==> src/rtl/unstripe_scheduler.sv <==
// unstripe_scheduler: per-lane word FIFOs feeding a strict lane0/lane1
// alternating byte serializer (MSB byte first) on an 8-bit valid/ready port.
// Optional starved-lane skip logic is built when UNSTRIPE_SKIP_EN is defined.

// Single-lane word FIFO: registered pointers, count-based full/empty.
module unstripe_fifo #(
    parameter int DEPTH = 2
) (
    input  logic        clk,
    input  logic        reset,
    input  logic [31:0] wdata,
    input  logic        wvalid,
    output logic        wready,
    input  logic        pop,
    output logic [31:0] rdata,
    output logic        empty
);
    localparam int AW = $clog2(DEPTH);
    localparam logic [AW:0] FULL = DEPTH[AW:0];

    logic [DEPTH-1:0][31:0] mem;
    logic [AW-1:0]          wptr;
    logic [AW-1:0]          rptr;
    logic [AW:0]            count;
    logic                   push;
    logic                   rd;

    // Ready depends only on the registered count, so a full FIFO refuses a
    // write even in a cycle where it is being read.
    assign wready = reset & (count != FULL);
    assign empty  = (count == '0);
    assign push   = wvalid & wready;
    assign rd     = pop & ~empty;
    assign rdata  = mem[rptr];

    // Pointer and occupancy tracking; reset empties the FIFO.
    always_ff @(posedge clk or negedge reset) begin
        if (!reset) begin
            wptr  <= '0;
            rptr  <= '0;
            count <= '0;
        end else begin
            if (push) wptr <= wptr + 1'b1;
            if (rd)   rptr <= rptr + 1'b1;
            case ({push, rd})
                2'b10:   count <= count + 1'b1;
                2'b01:   count <= count - 1'b1;
                default: ;
            endcase
        end
    end

    // Storage needs no reset; validity is carried by the count.
    always_ff @(posedge clk) begin
        if (push) mem[wptr] <= wdata;
    end
endmodule

module unstripe_scheduler #(
    parameter int DEPTH   = 2,
    parameter int TIMEOUT = 8
) (
    input  logic        clk,
    input  logic        reset,
    input  logic [31:0] lane0,
    input  logic        valid0,
    output logic        ready0,
    input  logic [31:0] lane1,
    input  logic        valid1,
    output logic        ready1,
    output logic [7:0]  data_out,
    output logic        valid_out,
    input  logic        ready_out,
    output logic        exp_lane,
    output logic        busy,
    output logic        skipped
);
    localparam int NUM_LANES = 2;

    typedef enum logic {IDLE = 1'b0, SHIFT = 1'b1} state_t;

    // Configuration sanity check at elaboration time.
    if (DEPTH < 2 || (DEPTH & (DEPTH - 1)) != 0 || TIMEOUT < 1 || TIMEOUT > 255) begin : g_bad_cfg
        $error("unstripe_scheduler: DEPTH must be a power of 2 >= 2, TIMEOUT in 1..255");
    end

    logic [NUM_LANES-1:0][31:0] in_data;
    logic [NUM_LANES-1:0]       in_valid;
    logic [NUM_LANES-1:0]       in_ready;
    logic [NUM_LANES-1:0][31:0] rdata;
    logic [NUM_LANES-1:0]       empty;
    logic [NUM_LANES-1:0]       pop;

    assign in_data  = {lane1, lane0};
    assign in_valid = {valid1, valid0};
    assign ready0   = in_ready[0];
    assign ready1   = in_ready[1];

    for (genvar g = 0; g < NUM_LANES; g++) begin : g_lane
        unstripe_fifo #(.DEPTH(DEPTH)) u_fifo (
            .clk    (clk),
            .reset  (reset),
            .wdata  (in_data[g]),
            .wvalid (in_valid[g]),
            .wready (in_ready[g]),
            .pop    (pop[g]),
            .rdata  (rdata[g]),
            .empty  (empty[g])
        );
    end

    state_t      state, state_nxt;
    logic [31:0] shift_q, shift_nxt;
    logic [1:0]  byte_cnt, cnt_nxt;
    logic        exp_q, exp_nxt;
    logic        oth;

    assign oth = ~exp_q;

`ifdef UNSTRIPE_SKIP_EN
    localparam logic [7:0] TO_LAST = 8'(TIMEOUT - 1);
    logic [7:0] starve_q, starve_nxt;
    logic       skip;
`endif

    // State and datapath registers; reset discards any partial word.
    always_ff @(posedge clk or negedge reset) begin
        if (!reset) begin
            state    <= IDLE;
            shift_q  <= '0;
            byte_cnt <= '0;
            exp_q    <= 1'b0;
`ifdef UNSTRIPE_SKIP_EN
            starve_q <= '0;
`endif
        end else begin
            state    <= state_nxt;
            shift_q  <= shift_nxt;
            byte_cnt <= cnt_nxt;
            exp_q    <= exp_nxt;
`ifdef UNSTRIPE_SKIP_EN
            starve_q <= starve_nxt;
`endif
        end
    end

    // Next state: load only from the expected lane; at end of word switch
    // lanes and chain straight into the next word when one is waiting.
    always_comb begin
        state_nxt = state;
        shift_nxt = shift_q;
        cnt_nxt   = byte_cnt;
        exp_nxt   = exp_q;
        pop       = '0;
`ifdef UNSTRIPE_SKIP_EN
        starve_nxt = '0;
        skip       = 1'b0;
`endif
        case (state)
            IDLE: begin
                if (!empty[exp_q]) begin
                    pop[exp_q] = 1'b1;
                    shift_nxt  = rdata[exp_q];
                    cnt_nxt    = 2'd0;
                    state_nxt  = SHIFT;
                end
`ifdef UNSTRIPE_SKIP_EN
                else if (!empty[oth]) begin
                    // Other lane has data but ours is starved: give up on
                    // ours after TIMEOUT such cycles.
                    if (starve_q == TO_LAST) begin
                        exp_nxt = oth;
                        skip    = 1'b1;
                    end else begin
                        starve_nxt = starve_q + 8'd1;
                    end
                end
`endif
            end
            SHIFT: begin
                if (ready_out) begin
                    if (byte_cnt != 2'd3) begin
                        shift_nxt = {shift_q[23:0], 8'h00};
                        cnt_nxt   = byte_cnt + 2'd1;
                    end else begin
                        exp_nxt = oth;
                        if (!empty[oth]) begin
                            pop[oth]  = 1'b1;
                            shift_nxt = rdata[oth];
                            cnt_nxt   = 2'd0;
                        end else begin
                            state_nxt = IDLE;
                        end
                    end
                end
            end
            default: state_nxt = IDLE;
        endcase
    end

    // Outputs are decoded from registered state only.
    always_comb begin
        busy      = (state == SHIFT);
        valid_out = busy;
        data_out  = busy ? shift_q[31:24] : 8'h00;
        exp_lane  = exp_q;
    end

`ifdef UNSTRIPE_SKIP_EN
    assign skipped = skip;
`else
    assign skipped = 1'b0;
`endif
endmodule

==> config.mk <==
export PLATFORM = sky130hd
export DESIGN_NAME = unstripe_scheduler
export DESIGN_NICKNAME = d
export VERILOG_FILES = /design/src/rtl/unstripe_scheduler.sv
export SDC_FILE = /design/constraint.sdc
export NUM_CORES = 1
export LEC_CHECK = 0
export CORE_UTILIZATION = 45
export DETAILED_ROUTE_END_ITERATION = 8
export DONT_BUFFER_PORTS = 1
export PLACE_DENSITY_LB_ADDON = 0.25
export SLEW_MARGIN = 15
export SYNTH_ARGS = -nofsm -noshare
export SYNTH_HDL_FRONTEND = slang
export SYNTH_SLANG_ARGS = --single-unit
==> constraint.sdc <==
create_clock -name clk -period 6.1 [get_ports clk]
set_input_delay 1.22 -clock clk [delete_from_list [all_inputs] [get_ports clk]]
set_output_delay 1.22 -clock clk [all_outputs]
set_load 0.01 [all_outputs]
==> flow_metrics.tcl, run 1 <==
set metrics [dict create \
    slew_violations 0 \
    routed_wl_mm 13.1 \
    grt_overflow 0 \
    final_nets 506 \
    ys.flop_type "edfxtp_1" \
    final.min_clock_period_ps 2940 \
    ys_types 40 \
    antenna_found_initial 0 \
    fp.dieW_um 128 \
    ys_async_sr_fraction 0.256 \
    clkTransAtPathRegs_ps 60 \
    relSlewSlack 0.237 \
    hold_class "input port to async pin" \
    cts_resized 0 \
    setup_viol 0 \
    vias 3518 \
    path_delay_family "compound AO/OA/AOI/OAI gates" \
    postCtsSetupBuffers 0 \
    final_cell_mix "edfxtp_1, dfrtp_1, mux2i_1" \
    rsz0062_at_grt "false" \
    fin_setup_tns_ps 0 \
    fp.dieH_um 128 \
    yosysSeqAreaShare 0.693 \
    antenna_cells 0 \
    maxCapViolCount 0 \
    worstPathCellList "a21boi_0" \
    grt_max_degree 58 \
    clock-sinks 172 \
    core-area_sq_um 15300 \
    fmax_ghz 0.341 \
    p_leak_nw 2.85 \
    drtAntennaViolNets 0 \
    fin_area_sq_um 7850 \
    root_buffer "clkbuf_16" \
    crit_cells 1 \
    numCtsBuffers 17 \
    dpl.hpwl_mm 8.27 \
    peakVddDrop_mv 0.230 \
    path_buf_inv 0 \
    cp_max_fo 46 \
    clockBufferDepth 2 \
    detail_route.wl_per_cell_um 20.0 \
    drc_errors 0 \
    htreeDepth 4 \
    io-pin-count 83 \
    synth.area.top_cells "edfxtp_1, dfrtp_1, mux2_4" \
    cp_data_arrival_time_ps 1720 \
    instances_no_fill 658 \
    grt_pass1_vias 3590 \
    gp_congestion 0.714 \
    port_buffers 0 \
    syn_area_sq_um 7130 \
    r2r_cells 4 \
    hold_viol 0 \
    placed_area_sq_um 7270 \
    pwr_density_cell_nw_per_um2 515 \
    status "completed" \
    critical_path.max_stage_delay_ps 490 \
    synth_nets 513 \
    syn_to_final_growth_pct 10.1 \
    grt_util_all_layers 0.174 \
    synthCells 441 \
    die-area_sq_um 16400 \
    slowest_stage "a21boi_0" \
    tightest_slew_ps 1150 \
    fin_crit_sh 0.481 \
    postCtsHoldBufs 0 \
    start_util 0.466 \
    ys_warn_count 0 \
    startpoint_type "input port" \
    rows 45 \
    worstSetupPathType "input port to output pin" \
    avgSynthCellArea_sq_um 16.2 \
    synth-edff-count 128 \
    cp-end-kind "output pin" \
    drive_gt1_frac 0.172 \
    skew_ps 6.50 \
    layout_commonest_cell "edfxtp_1" \
    drtPass1Iterations 4 \
    yosys.area.top_type "edfxtp_1" \
    crit_required_ps 4880 \
    synth_top_area_frac 0.539 \
    grt_pass1_wl_mm 20.6 \
    power_mw 4.04 \
    cts_tree "yes" \
    dr.first_iter.drc_count 192 \
    clk_latency_ps 420 \
    dp_cells 626 \
    ys_seq_elements 172 \
    vias_per_cell 5.35 \
]
[sequential cells by signal, indices dropped and copies added (netlist names)]
signal and count:
busy 1, g_lane.u_fifo.rptr 2, g_lane.u_fifo.count 4, exp_lane 1, g_lane.u_fifo.mem 128, byte_cnt 2
g_lane.u_fifo.wptr 2, shift_q 32
[cell families after synthesis]
group | after synthesis | synth area share
DFF | 172 | 0.693
adders and majority gates | 3 | 0.00526
buffers and inverters | 33 | 0.0254
and+or+nand+nor | 79 | 0.0597
muxes | 74 | 0.125
xor gates and xnor gates | 11 | 0.0135
other | 1 | 0.000526
AOI/OAI and AO/OA | 68 | 0.0772
[power by group]
| part | total (mW) | internal [mW] | switching [mW] |
|---|---|---|---|
| logic | 1.19 | 0.626 | 0.560 |
| clock network | 1.05 | 0.636 | 0.414 |
| registers | 1.81 | 1.53 | 0.275 |
[worst reg2reg max path: stages, from the launching register on]
cell and delay, ps:
dfrtp_1 960, nand3_2 730, a221oi_1 550, a211oi_1 90
mux2_4 310
[per-stage QoR]
stage,hold WS (ps),utilization,setup WS (ps)
CTS,471,0.513,3130
global route,475,0.513,3050
global placement,493,0.475,2950
finish,494,0.513,3160
detailed placement,496,0.475,2820
floorplan,460,-,2500
[metal layers]
| layer | global-route usage | up-vias | share of wire | wire length (um) |
|---|---|---|---|---|
| li1 | - | 1678 | - | - |
| met1 | 0.218 | 1739 | 0.43 | 5620 |
| met2 | 0.277 | 89 | 0.49 | 6420 |
| met3 | 0.0601 | 12 | 0.071 | 928 |
| met4 | 0.0685 | 0 | 0.013 | 170 |
| met5 | 0 | - | 0 | 0 |
[Yosys cell counts, types with 2 or more instances]
cell type / instances
a211oi_1: 24
a21boi_0: 3
a221oi_1: 24
and2_1: 9
and3_1: 2
buf_2: 13
buf_4: 3
buf_6: 4
clkbuf_1: 8
dfrtp_1: 44
edfxtp_1: 128
ha_1: 3
inv_1: 4
mux2_2: 4
mux2_4: 29
mux2i_1: 41
nand2_1: 3
nand2b_1: 2
nor2_1: 28
nor2b_1: 25
o21ai_0: 3
o22ai_1: 8
or2_2: 3
xnor2_1: 7
xor2_1: 4
[final cells by class]
type,instances,area (sq um)
inverters,4,15.0
multi-input cells,236,2020
well taps,211,264
repair buffers,3,22.5
clock buffers,18,429
flip-flops and latches,172,4950
fillers,1272,7460
clock inverters,14,153
[final timing paths]
path	startpoint	endpoint	slack, ps
setup / recovery	reset	ready0	3160
hold / removal	reset	exp_lane	490
setup reg to reg	busy	shift_q[8]	3340
hold reg to reg	shift_q[26]	shift_q[26]	510
max in group asynchronous	reset	shift_q[11]	5510
min in group clk	shift_q[26]	shift_q[26]	510
(Power assumes the default switching activity.)
==> run 2: changes to the inputs <==
==> constraint.sdc (replaced) <==
create_clock -name clk -period 2.35 [get_ports clk]
set_input_delay 0.47 -clock clk [delete_from_list [all_inputs] [get_ports clk]]
set_output_delay 0.47 -clock clk [all_outputs]
set_load 0.01 [all_outputs]
==> run 2 against run 1 <==
  * Utilization is 1.1 points higher
  * First-iteration DRC count up 15%
  * Register-to-register slack got worse by 3100 ps
  * Sequential power grew 140%
  * Setup slack worse by 2900 ps
  * Via count rose by 3.7%
  * Sequential cell count stayed put
  * Cell area rose by 2.2%
  * Critical path type is now register to register
  * Largest power group unchanged
  * Highest routed layer unchanged
==> flow_metrics.tcl, run 2 (synthesis results as in run 1) <==
set metrics [dict create \
    cp_max_fo 16 \
    whs_endpoint "g_lane[1].u_fifo.mem[33]" \
    fin_setup_tns_ps 0 \
    fillCellCount 1262 \
    port_buffers 0 \
    status "completed" \
    critical_path.max_stage_delay_ps 550 \
    layout_commonest_cell "edfxtp_1" \
    min_path_cells 0 \
    slew_violations 0 \
    rows 45 \
    p_leak_nw 2.93 \
    fin_crit_sh 0.878 \
    gp_congestion 0.711 \
    dpl.hpwl_mm 8.75 \
    reg_top3 "g_lane.u_fifo.mem x128, shift_q x32, g_lane.u_fifo.count x4" \
    clk_latency_ps 420 \
    largest_reg_flops 128 \
    rsz0062_at_grt "false" \
    slowest_stage "dfrtp_1" \
    fmax_ghz 0.484 \
    reg2reg_from "busy" \
    start_util 0.466 \
    setup_viol 0 \
    grt_util_all_layers 0.185 \
    io-pin-count 83 \
    grt_overflow 0 \
    hold_viol 0 \
    syn_to_final_growth_pct 12.5 \
    final.min_clock_period_ps 2060 \
    maxCapViolCount 0 \
    antenna_found_initial 0 \
    die-area_sq_um 16400 \
    largest_register "g_lane.u_fifo.mem" \
    routed_wl_mm 14.0 \
    drtAntennaViolNets 0 \
    postCtsSetupBuffers 0 \
    skew_ps 7.75 \
    htreeDepth 4 \
    cp-end-kind "register" \
    drc_errors 0 \
    root_buffer "clkbuf_16" \
    cts_tree "yes" \
    worstSetupPathType "register to register" \
    drive_gt1_frac 0.201 \
    vias 3647 \
    detail_route.wl_per_cell_um 20.8 \
    clkTransAtPathRegs_ps 70 \
    grt_max_degree 58 \
    core-area_sq_um 15300 \
    hp-start "lane1[1]" \
    vias_per_cell 5.41 \
    worstPathCellList "or2_2, a21boi_0, ha_1, nor2_1, xor2_1" \
    final_cell_mix "edfxtp_1, dfrtp_1, mux2i_1" \
    startpoint_type "register" \
    grt_pass1_wl_mm 21.7 \
    path_buf_inv 0 \
    r2r_cells 5 \
    numCtsBuffers 17 \
    reg2reg_setup_slack_ps 290 \
    fp.dieW_um 128 \
    hold_ws_ps 138 \
    hold_class "input port to register" \
    crit_required_ps 2690 \
    pwr_density_cell_nw_per_um2 1320 \
    reg2reg_to "g_lane[0].u_fifo.count[1]" \
    cp_data_arrival_time_ps 2400 \
    antenna_cells 0 \
    grt_pass1_vias 3751 \
    clockBufferDepth 2 \
    fp.dieH_um 128 \
    crit_cells 5 \
    clock-sinks 172 \
    path_delay_family "simple AND/OR/NAND/NOR gates" \
    drtPass1Iterations 4 \
    peakVddDrop_mv 0.633 \
    dr.first_iter.drc_count 221 \
    final_nets 522 \
]
## run 2: cell types whose count changed in the layout (fill, tap and decap cells not counted), moves of 2 or more
cell,previous run,this run
clkinv_4,2,0
buf_4,3,11
clkinv_1,4,2
buf_12,0,6
clkinvlp_4,2,4
clkinv_2,3,5
bufinv_16,3,1
## run 2: routing by layer
metal  global-route usage  vias up  part of all wire
li1                     -     1705                 -
met1                0.225     1825              0.42
met2                0.307      103              0.51
met3               0.0651       14             0.066
met4               0.0637        0             0.012
met5                    0        -                 0
## run 2: how the worst max path moves through the flow
stage	startpoint	to	slack [ps]
finish	busy	g_lane[0].u_fifo.count[1]	290
global route	busy	g_lane[0].u_fifo.count[1]	110
CTS	busy	g_lane[0].u_fifo.count[1]	260
detailed placement	busy	g_lane[0].u_fifo.count[1]	280
global placement	busy	shift_q[31]	360
floorplan	reset	g_lane[1].u_fifo.mem[0]	20
## run 2: repair_timing
action / 4_1_cts / 5_1_grt
gates resized for setup: 0 / 0
endpoints found under the hold margin: 44 / 0
hold buffers: 2 / 0
## run 2: cell type report
cell class                      instances  area (sq um)  area share
Sequential cell                       172          4950       0.617
Inverter                                4          15.0     0.00187
Clock buffer                           19           433      0.0540
Timing Repair Buffer                   19           240      0.0300
Clock inverter                         13           101      0.0126
Tap cell                              211           264      0.0329
Multi-Input combinational cell        236          2020       0.252
## run 2: where the power goes
group          internal, mW  switching (mW)  total [mW]
registers              3.98           0.356        4.34
logic                  1.80            1.93        3.73
clock network          1.44            1.09        2.53
total                  7.22            3.38        10.6
## run 2: stage by stage
| step | worst slack (ps) | cell area, sq um | utilization | total power, mW | instances |
|---|---|---|---|---|---|
| after floorplan | 17.9 | 7140 | - | 7.24 | 441 |
| after global placement | 356 | 7450 | 0.486 | 8.03 | 640 |
| after detailed placement | 282 | 7450 | 0.486 | 8.14 | 640 |
| after CTS | 259 | 8020 | 0.524 | 10.7 | 674 |
| after global routing | 110 | 8020 | 0.524 | 11.2 | 674 |
| final | 286 | 8020 | 0.524 | 10.6 | 674 |
==> RTL edit 1: new RTL, config.mk and constraints of run 1 <==
Build with the macro `UNSTRIPE_SKIP_EN` defined.
--- a/src/rtl/unstripe_scheduler.sv
+++ b/src/rtl/unstripe_scheduler.sv
@@ -3,6 +3,8 @@
 // Optional starved-lane skip logic is built when UNSTRIPE_SKIP_EN is defined.
 
 // Single-lane word FIFO: registered pointers, count-based full/empty.
+`define UNSTRIPE_SKIP_EN
+
 module unstripe_fifo #(
     parameter int DEPTH = 2
 ) (
Behaviour: not the same (a bounded check fails within 10 cycles, from zero or initial values and one cycle with reset low).
==> RTL edit 1 against run 1 <==
Clock skew down 0.00084 ns; total power down 5.9%; wire length up 5.5%; hold slack worse by 0.037 ns; sequential cell count up 8; setup slack worse by 0.33 ns; register-to-register slack worse by 0.07 ns; combinational power down 20%; cell area up 5.4%; fmax down 10%; largest cell class unchanged; area after synthesis up 5.5%.
==> RTL edit 1: results (changes against run 1) <==
Run status
  – Status: finished, final reports clean

Yosys
  – Cells after Synth: 503 (+14%)
  – Synth Area in Compound Gates: 7.70% (-0.023 points)
  – Top cells by area, synth: edfxtp_1 51%, dfrtp_1 17%, mux2i_1 12%, o21ai_0 3.3%, o211ai_1 2.3%
  – Synthesized-area fraction occupied by adder cells: 0.665% (+0.14 points)
  – Synthesized flop and latch total: 180 (+4.7%)
  – Syn_nets: 576 (+12%)
  – Sequential fraction of the synthesis area: 68.4% (-0.98 points)
  – Ys async rst share: 28.9% (+3.3 points)
  – Most instantiated cells after synthesis: 128 x edfxtp_1, 88 x mux2i_1, 52 x dfrtp_1
  – Mux contribution to synthesized area: 13.8% (+1.3 points)
  – Distinct cells, synth: 44 (+10%)

Layout
  – CLK BUF: 20 (+2)
  – Fillcell total: 1,395 (+9.7%)
  – Area of the multi-input gates: 2130 µm² (+5.3%)
  – Reg area: 5150 µm² (+4.0%)
  – Bufs w/o clock: 6 (+3)
  – Layout cells sized above 1: 11.9% (-5.3 points)
  – Nets@finish: 572 (+13%)
  – Top Registers: g_lane.u_fifo.mem x128, shift_q x32, starve_q x8
  – Layout non-clock buf frac: 0.544% (+0.26 points)
  – Cell Count, Final, Fillers Out: 728 (+11%)

GRT
  – GR Util met3: 6.83% (+0.82 points)
  – GR Util met2: 28.3% (+0.53 points)
  – Total Routing Usage GR: 17.2% (-0.21 points)
  – Global-route wire length before repair: 21.7 mm (+5.3%)
  – Pin count of the biggest net entering global routing: 55 (-5.2%)
  – Vias in the first global route: 3,965 (+10%)
  – Met1 usage: 20.0% (-1.8 points)

Pwr
  – Peak VDD IR: 0.304 mV (+32%)
  – Pleak: 0.00316 µW (+11%)

Setup path
  – Crit path DAT: 2.04 ns (+0.32 ns)
  – Worst setup path startpoint: exp_lane$_DFFE_PN0P_
  – CP endpoint: skipped
  – CP Max Fanout: 14 (-70%)
  – CP peak stage delay: 0.61 ns (+0.12 ns)
  – Reg2reg end: shift_q[0]$_DFFE_PN0P_
  – CP max-delay cell: dfrtp_1
  – Reg2Reg Setup Slack: 3.27 ns (-0.07 ns)

Drt
  – Met3 WL post-DR: 939 µm (+1.2%)
  – Drt wl/cell: 19.0 µm (-4.7%)
  – First DRT Iteration DRCs: 230 (+20%)
  – DR vias: 3,842 (+9.2%)
  – WL met2: 6.95 mm (+8.2%)

Hold path
  – Hold crit path type: reg -> reg

Timing
  – Max frequency: 306 MHz (-10%)
  – Max-slew headroom: 29.6% (+5.9 points)

Place
  – Placed insts: 696 (+11%)
  – Instance area at placement: 7690 µm² (+5.9%)
  – Dpl ws: 3.11 ns (+0.294 ns)
## RTL edit 1: cell types whose count changed after synthesis, sizes merged, moves of 24 or more
| cell | change |
|---|---|
| mux2i | +48 |
| o21ai | +45 |
| a221oi | -25 |
| a211oi | -24 |
| inv | +24 |
| nor2b | -24 |
## RTL edit 1: power groups by stage
stage | clock [µW] | combinational, µW | sequential [µW]
after floorplan | 0 | 902 | 1670
after global placement | 0 | 945 | 1820
after detailed placement | 0 | 968 | 1830
after CTS | 1080 | 971 | 1800
after global routing | 1130 | 1050 | 1830
final | 1060 | 952 | 1800
## RTL edit 1: worst max-delay path, delay by kind of cell, from the launching register on
| kind | cells | cell delay [ns] |
|---|---|---|
| muxes | 1 | 0.17 |
| DFF | 1 | 0.61 |
| and+or+nand+nor | 2 | 0.83 |
## RTL edit 1: metrics by stage
stage                     utilization, %  hold WS [ns]
final                               51.3         0.457
after global placement              47.7         0.440
after detailed placement            47.7         0.450
after global routing                51.3         0.462
after CTS                           51.3         0.458
after floorplan                        -         0.425
==> RTL edit 2: new RTL, flow settings as in run 1 <==
Without the edit above. `shift_q` no longer has a reset.
--- a/src/rtl/unstripe_scheduler.sv
+++ b/src/rtl/unstripe_scheduler.sv
@@ -127,7 +127,6 @@
     always_ff @(posedge clk or negedge reset) begin
         if (!reset) begin
             state    <= IDLE;
-            shift_q  <= '0;
             byte_cnt <= '0;
             exp_q    <= 1'b0;
 `ifdef UNSTRIPE_SKIP_EN
@@ -135,13 +134,16 @@
 `endif
         end else begin
             state    <= state_nxt;
-            shift_q  <= shift_nxt;
             byte_cnt <= cnt_nxt;
             exp_q    <= exp_nxt;
 `ifdef UNSTRIPE_SKIP_EN
             starve_q <= starve_nxt;
 `endif
         end
+    end
+
+    always_ff @(posedge clk) begin
+        shift_q <= shift_nxt;
     end
 
     // Next state: load only from the expected lane; at end of word switch
Formal check against the unedited RTL: same outputs for any inputs over 10 cycles, from zero or initial values and one cycle with reset low; that may be too few to reach the edited logic, so the function may still have changed.
==> RTL edit 2 against run 1 <==
First-iteration DRC count increased by 30%; clock power is 7% lower; wire length up 1.9%; total power down 8.1%; cell area fell by 2.7%; area after synthesis down 1.8%; sequential cell count unchanged; setup slack improved by 0.19 ns.
==> RTL edit 2: results (changes against run 1) <==
Run status
  – Status: finished, final reports clean

Yosys
  – Most instantiated cells after synthesis: 160 x edfxtp_1, 48 x nor2b_1, 31 x a221oi_1
  – Sequential fraction of the synthesis area: 72.9% (+3.6 points)
  – Syn_nets: 511 (-0.39%)
  – Ys async rst share: 6.98% (-19 points)
  – Distinct cells, synth: 36 (-10%)
  – Top cells by area, synth: edfxtp_1 69%, dfrtp_1 4.3%, nor2b_1 4.3%, a221oi_1 3.9%, a221oi_2 3.6%
  – Number of enable flip-flop cells after synthesis: 160 (+25%)

Layout
  – Antenna Cells: 0 (unchanged)
  – Fillcell total: 1,249 (-1.8%)
  – Nets@finish: 503 (-0.59%)
  – Layout cells sized above 1: 13.1% (-4.1 points)

Clocking
  – Resize count post-CTS: 0 (unchanged)
  – CTS Buf Count: 17 (unchanged)
  – Clock Latency Late Sink: 0.44 ns (+0.02 ns)
  – Clk slew on worst S/H paths: 0.06 ns (about the same)
  – Post-CTS setup buffers: 0 (unchanged)
  – Max H-tree Level: 4 (unchanged)
  – Hold-fix buffers at CTS: 0 (unchanged)
  – CTS max path bufs: 2 (unchanged)

GRT
  – Total Routing Usage GR: 18.0% (+0.62 points)
  – Initial antenna violation count: 1 (+1)
  – Global-route wire length before repair: 20.5 mm (-0.50%)
  – Vias in the first global route: 3,655 (+1.8%)

Place
  – Final HPWL DP: 8.59 mm (+3.9%)
  – Instance area at placement: 7100 µm² (-2.3%)
  – GPL Wtd Cong: 0.728 (+2.1%)
  – Dpl ws: 3.40 ns (+0.579 ns)

Setup path
  – CP peak stage delay: 0.80 ns (+0.31 ns)
  – CP max-delay cell: dfrtp_1
  – Cell family with most CP delay: flip-flops
  – CP Max Fanout: 20 (-57%)
  – Crit path DAT: 1.53 ns (-0.19 ns)

Pwr
  – Peak VDD IR: 0.230 mV (about the same)
  – Pleak: 0.00245 µW (-14%)
  – P_int: 2550 µW (-8.9%)

Drt
  – Total wire length: 13.4 mm (+1.9%)
  – Vias/cell: 5.65 (+5.7%)
  – First DRT Iteration DRCs: 249 (+30%)

Hold path
  – Hold crit path type: in -> async

Timing
  – Max Clock Skew: 0.00946 ns (+0.00297 ns)
  – Worst-Margin Slew: 1.13 ns (-0.0173 ns)
  – Final worst slack: 3.35 ns (+0.190 ns)
-- RTL edit 2: stage by stage --
stage               instances  power, µW  utilization (%)
CTS                       631       3750             50.2
finish                    631       3710             50.2
global route              631       3910             50.2
floorplan                 439       2570                -
global placement          600       2760             46.7
detailed placement        600       2770             46.7
-- RTL edit 2: path summary, 6_finish.rpt --
kind                                              start                           endpoint  slack, ns  depth (start not counted)
worst max-delay path                     busy$_DFF_PN0_                        data_out[0]       3.35                          1
worst min-delay path                              reset  g_lane[0].u_fifo.wptr$_DFFE_PN0N_       0.48                          0
worst max register to register           busy$_DFF_PN0_              shift_q[29]$_DFFE_PP_       3.36                          3
worst min register to register  byte_cnt[0]$_DFFE_PN0P_            byte_cnt[0]$_DFFE_PN0P_       0.48                          1
max in group asynchronous                         reset  g_lane[1].u_fifo.rptr$_DFFE_PN0P_       5.54                          0
min in group clk                byte_cnt[0]$_DFFE_PN0P_            byte_cnt[0]$_DFFE_PN0P_       0.48                          1
-- RTL edit 2: metal layers --
metal	share of wire, %	track usage (%)
met4	1.5	7.21
met2	51	31.0
met3	7.3	7.13
met5	0.097	0
met1	40	20.0
-- RTL edit 2: power by group through the flow --
stage | Combinational (µW) | Clock, µW | Sequential (µW)
6_report | 912 | 978 | 1820
5_1_grt | 1020 | 1040 | 1850
4_1_cts | 929 | 996 | 1830
3_5_place_dp | 924 | 0 | 1850
3_3_place_gp | 910 | 0 | 1850
2_1_floorplan | 835 | 0 | 1730
-- RTL edit 2: area by class of cell --
class                   instances  area, µm²  share of cell area [%]
flip-flops and latches        172       5110                    66.9
clock buffers                  19        433                    5.67
inverters                       3       11.3                   0.147
multi-input cells             229       1690                    22.1
repair buffers                  8       60.1                   0.786
clock inverters                12        101                    1.33
well taps                     188        235                    3.08
-- RTL edit 2: cell families after synthesis --
logic type,count (synthesis),synth area share [%]
other cells,1,0.0536
simple gates,128,9.92
fa+ha+maj,3,0.536
buf+inv,38,3.07
mux,18,2.57
xor+xnor,10,1.25
compound gates,69,9.65
flops,172,72.9
-- RTL edit 2: worst reg2reg max path, stage by stage, from the launching register on --
cell      delay [ns]
dfrtp_1         0.80
nand3b_1        0.92
a221oi_1        0.67
nor3_1          0.09
